==> config.mk <==
export PLATFORM = sky130hd
export DESIGN_NAME = sequencer
export DESIGN_NICKNAME = d
export VERILOG_FILES = /design/src/rtl/sequencer.sv
export SDC_FILE = /design/constraint.sdc
export NUM_CORES = 1
export LEC_CHECK = 0
export CORE_AREA = 2 2 39 41
export DETAILED_ROUTE_END_ITERATION = 6
export DIE_AREA = 0 0 41 43
export PLACE_DENSITY_LB_ADDON = 0.1
export SYNTH_ARGS = -nofsm -noshare
export SYNTH_HDL_FRONTEND = slang
export SYNTH_SLANG_ARGS = --single-unit
==> constraint.sdc <==
create_clock -name clk -period 0.9 [get_ports clk]
set_input_delay 0.18 -clock clk [delete_from_list [all_inputs] [get_ports clk]]
set_output_delay 0.18 -clock clk [all_outputs]
set_load 0.01 [all_outputs]
==> src/rtl/sequencer.sv <==
// Maximal-length Fibonacci LFSR PN generator; the state register drives data directly.
// Latency: zero from state to data; the first advance happens on the edge after the 2-flop release sync.
// Backpressure: none; no enable and no handshake, so the LFSR advances every cycle out of reset.
// Optional feature: define SEQUENCER_PERIOD_FLAG_EN to add the registered 'wrap' output (data == SEED).
module sequencer #(
  parameter int BITS_WIDTH = 5,
  parameter int SEED       = 1
) (
  input  logic                  clk,
  input  logic                  rst,
`ifdef SEQUENCER_PERIOD_FLAG_EN
  output logic                  wrap,
`endif
  output logic [BITS_WIDTH-1:0] data
);

  // Only widths with a listed maximal-length tap set are supported.
  if (BITS_WIDTH < 3 || BITS_WIDTH > 16) begin : g_bad_width
    $error("sequencer: BITS_WIDTH must be within 3..16");
  end

  // Tap masks: tap t maps to state bit t-1.
  function automatic logic [15:0] f_taps(input int w);
    case (w)
      3:       f_taps = 16'h0006;
      4:       f_taps = 16'h000C;
      5:       f_taps = 16'h0014;
      6:       f_taps = 16'h0030;
      7:       f_taps = 16'h0060;
      8:       f_taps = 16'h00B8;
      9:       f_taps = 16'h0110;
      10:      f_taps = 16'h0240;
      11:      f_taps = 16'h0500;
      12:      f_taps = 16'h0829;
      13:      f_taps = 16'h100D;
      14:      f_taps = 16'h2015;
      15:      f_taps = 16'h6000;
      16:      f_taps = 16'hD008;
      default: f_taps = 16'h0000;
    endcase
  endfunction

  localparam logic [15:0]           L_TAPS_FULL = f_taps(BITS_WIDTH);
  localparam logic [BITS_WIDTH-1:0] L_TAPS      = L_TAPS_FULL[BITS_WIDTH-1:0];
  localparam logic [BITS_WIDTH-1:0] L_SEED_RAW  = SEED[BITS_WIDTH-1:0];
  // An all-zero seed would lock the LFSR, so it is promoted to 1.
  localparam logic [BITS_WIDTH-1:0] L_SEED      =
    (L_SEED_RAW == '0) ? {{(BITS_WIDTH-1){1'b0}}, 1'b1} : L_SEED_RAW;

  logic [1:0]            r_rst_sync;
  logic [BITS_WIDTH-1:0] r_state;
  logic [BITS_WIDTH-1:0] w_next;
  logic                  w_fb;
  logic                  w_run;

  // Reset asserts asynchronously; its release is synchronised through two flops.
  always_ff @(posedge clk or negedge rst) begin
    if (!rst) begin
      r_rst_sync <= 2'b00;
    end else begin
      r_rst_sync <= {r_rst_sync[0], 1'b1};
    end
  end

  assign w_run = r_rst_sync[1];

  // Next state: shift in the tap XOR, or recover to SEED from the illegal zero state.
  always_comb begin
    w_fb   = ^(r_state & L_TAPS);
    w_next = {r_state[BITS_WIDTH-2:0], w_fb};
    if (r_state == '0) begin
      w_next = L_SEED;
    end
  end

  // State register: SEED in reset, advances each edge once the release has been synchronised.
  always_ff @(posedge clk or negedge rst) begin
    if (!rst) begin
      r_state <= L_SEED;
    end else if (w_run) begin
      r_state <= w_next;
    end
  end

  assign data = r_state;

`ifdef SEQUENCER_PERIOD_FLAG_EN
  logic r_wrap;

  // Flag registered alongside the state so it is high exactly while data equals SEED.
  always_ff @(posedge clk or negedge rst) begin
    if (!rst) begin
      r_wrap <= 1'b1;
    end else if (w_run) begin
      r_wrap <= (w_next == L_SEED);
    end
  end

  assign wrap = r_wrap;
`endif

endmodule

==> summary.txt <==
Run status
  – Status: finished, violations left
  – Failing checks: setup timing

CTS
  – CTS root buffer: clkbuf_4
  – H-tree depth: 1
  – Clock latency at the later pin of the worst-skew pair: about 250 ps
  – Clock buffer depth: 2
  – Cts bufs inserted: 3
  – CTS Sinks: 7
  – TritonCTS clock tree: yes
  – Clock Pin Slew Worst Setup and Hold Paths: 50 ps
  – CTS Hold Bufs: 0

Power
  – Combinational share of power: between 40% and 50%
  – Switching pwr: 451 µW
  – Pwr Total: 1.55 mW
  – Worst vdd ir: 0.934 mV
  – Clk pwr share: 17.8%
  – Lkg Pwr: roughly 0.19 nW
  – Switch share: 29.1%
  – Reg power frac: between 30% and 40%
  – P_int: 1.10 mW
  – P per Cell Area: 3720 nW/µm²

Timing
  – Clock Skews: 3.34 ps
  – Tcrit/Tclk final: 121%
  – RSZ-0062 raised after global routing: yes
  – Final Max Tran Viols: 0
  – Final Hold Viols: 0
  – Min Clock Period, post-route: 1090 ps
  – Achievable Freq: 0.920 GHz
  – Final WS setup: -187 ps
  – Finish-stage setup viols: 7
  – Fin Setup TNS: -688 ps

Worst setup path
  – Setup Crit Path Kind: reg2reg
  – Critical-path maximum fanout: 3
  – Critical path arrival: ~1300 ps
  – Worst setup startpoint: data[0]
  – CP max stage cell: dfstp_2
  – CP required: 1070 ps
  – Cells along the critical path: buf_6, or3_1, a31oi_1
  – Worst-case reg-to-reg path depth: 3
  – Crit path largest cell delay: 370 ps
  – Worst R2R Setup Slack: -190 ps
  – CP startpoint kind: register
  – Critical path destination: data[0]
  – Worst r2r dst: data[0]
  – Reg-to-Reg Start: data[0]
  – Crit. End Element: register

Synthesis
  – Post-Syn Area: approximately 260 µm²
  – Sequential area share after synthesis: 68.8%
  – Total number of yosys warnings: 0
  – Synth Instances: 18
  – Syn nets: 20
  – Post-synthesis average cell area: between 10 and 15 µm²
  – Synthesized flop and latch total: 7
  – Post-synthesis cell type count: 10

Place
  – DP HPWL: 353 µm
  – Port Buf Inserts: 6
  – GP Congestion: a little over 0.6

Layout
  – FF+latch area: roughly 180 µm²
  – # diodes: 0
  – Final core utilization: 30.2%
  – Multi-input gate area: around 86 µm²
  – Filler cell count: 150
  – Synth-to-layout area growth: 62.9%
  – # nets final: 36
  – Layout cells sized above 1: approximately three fifths

Die
  – I/O pin total: 7
  – Die ar.: 1760 µm²
  – Die H: approximately 43 µm
  – Core ar.: 1380 µm²
  – Die X: 41 µm
  – Row count: 14
  – Starting Density: 18.5%

Global routing
  – Largest net degree at the start of global routing: 8
  – First-pass GRT wire length: 834 µm
  – Initial antenna violation count: 0
  – Grt ovf: 0
  – Number of global-route vias before repair: ~200
  – Total Routing Usage GR: approximately 7.7%

Drt
  – WL final: 505 µm
  – Routed via count: 196
  – Post-DR wirelength/cell: 10.3 µm
  – Number of remaining DRC errors: 0
  – Via density: 4.00
  – Post-route antenna net violation count: 0
  – DR iter-0 viols: 1
  – Detailed Routing Iterations Pass 1: 2

Job
  – Max-Cap Viols: 0

Worst hold path
  – Hold Crit Class: in2async
worst min path at each step:
stage                    end  slack (ps)  depth (start not counted)          start
3_5_place_dp   r_rst_sync[1]         340                          0  r_rst_sync[0]
3_3_place_gp   r_rst_sync[1]         340                          0  r_rst_sync[0]
6_report             data[1]         190                          1            rst
5_1_grt              data[1]         200                          1            rst
4_1_cts        r_rst_sync[0]         190                          1            rst
2_1_floorplan        data[1]        -120                          0            rst
power groups by stage:
| stage | clock network [mW] | logic [mW] | registers [mW] |
|---|---|---|---|
| after global routing | 0.317 | 0.811 | 0.558 |
| after CTS | 0.292 | 0.573 | 0.527 |
| final | 0.276 | 0.736 | 0.541 |
| after detailed placement | 0 | 0.611 | 0.537 |
| after floorplan | 0 | 0.132 | 0.602 |
| after global placement | 0 | 0.609 | 0.526 |
cell usage in the layout (no fill, tap or decap):
master,synthesis,layout
buf_6,0,6
dfrtp_1,6,5
mux2_4,0,3
clkbuf_4,0,3
buf_2,1,3
buf_4,0,2
mux2_2,4,1
or3_1,1,1
nor2_1,1,1
nand3_1,1,1
o21ai_0,1,1
a31oi_1,1,1
clkbuf_1,0,1
dfstp_2,1,1
clkdlybuf4s50_1,0,1
conb_1,1,1
dfrtp_2,0,1
Yosys cell counts:
master	number	share of area [%]
dfrtp_1	6	59
mux2_2	4	18
a31oi_1	1	2.4
buf_2	1	1.9
conb_1	1	1.5
dfstp_2	1	10
nand3_1	1	1.9
nor2_1	1	1.5
o21ai_0	1	1.9
or3_1	1	2.4
sequential cells by signal, summed over array words and instances, names as in the netlist:
signal,flops
data,5
r_rst_sync,2
cell families after synthesis:
group / share of synthesized area (%)
buf+inv: 1.95
compound gates: 4.39
other cells: 1.46
flops: 68.8
mux: 17.6
simple gates: 5.85
through the flow:
stage / cells / instance area, µm² / setup WS (ps) / hold slack, ps
floorplan: 18 / 256 / -77.5 / -116
global placement: 43 / 362 / -308 / 337
detailed placement: 43 / 362 / -311 / 340
CTS: 48 / 379 / -196 / 193
global route: 49 / 418 / -239 / 203
finish: 49 / 418 / -187 / 192
worst max-delay path, delay by kind of cell, from the launching register on:
family	cells	cell delay, ps
flops	1	370
compound gates	1	180
simple gates	1	360
buf+inv	1	110
cell type report:
type / instances / share of cell area, %
clock buffers: 4 / 6.29
multi-input cells: 10 / 20.7
flip-flops and latches: 7 / 42.5
well taps: 16 / 4.79
repair buffers: 12 / 25.7
routing by layer:
| layer | global-route usage (%) | vias up | routed length, µm |
|---|---|---|---|
| met1 | 8.25 | 98 | 210 |
| met3 | 3.14 | 0 | 53 |
| li1 | - | 91 | - |
| met2 | 10.3 | 7 | 240 |
| met5 | 0 | - | 0 |
| met4 | 8.00 | 0 | 0 |
repair_timing:
| action | 4_1_cts | 5_1_grt |
|---|---|---|
| setup endpoints to repair | 10 | 10 |
| pin swaps | 1 | 0 |
| cloned | 0 | 0 |
| buffers inserted | 1 | 1 |
| gates resized for setup | 23 | 7 |
Power figures use the tool's default switching activity.
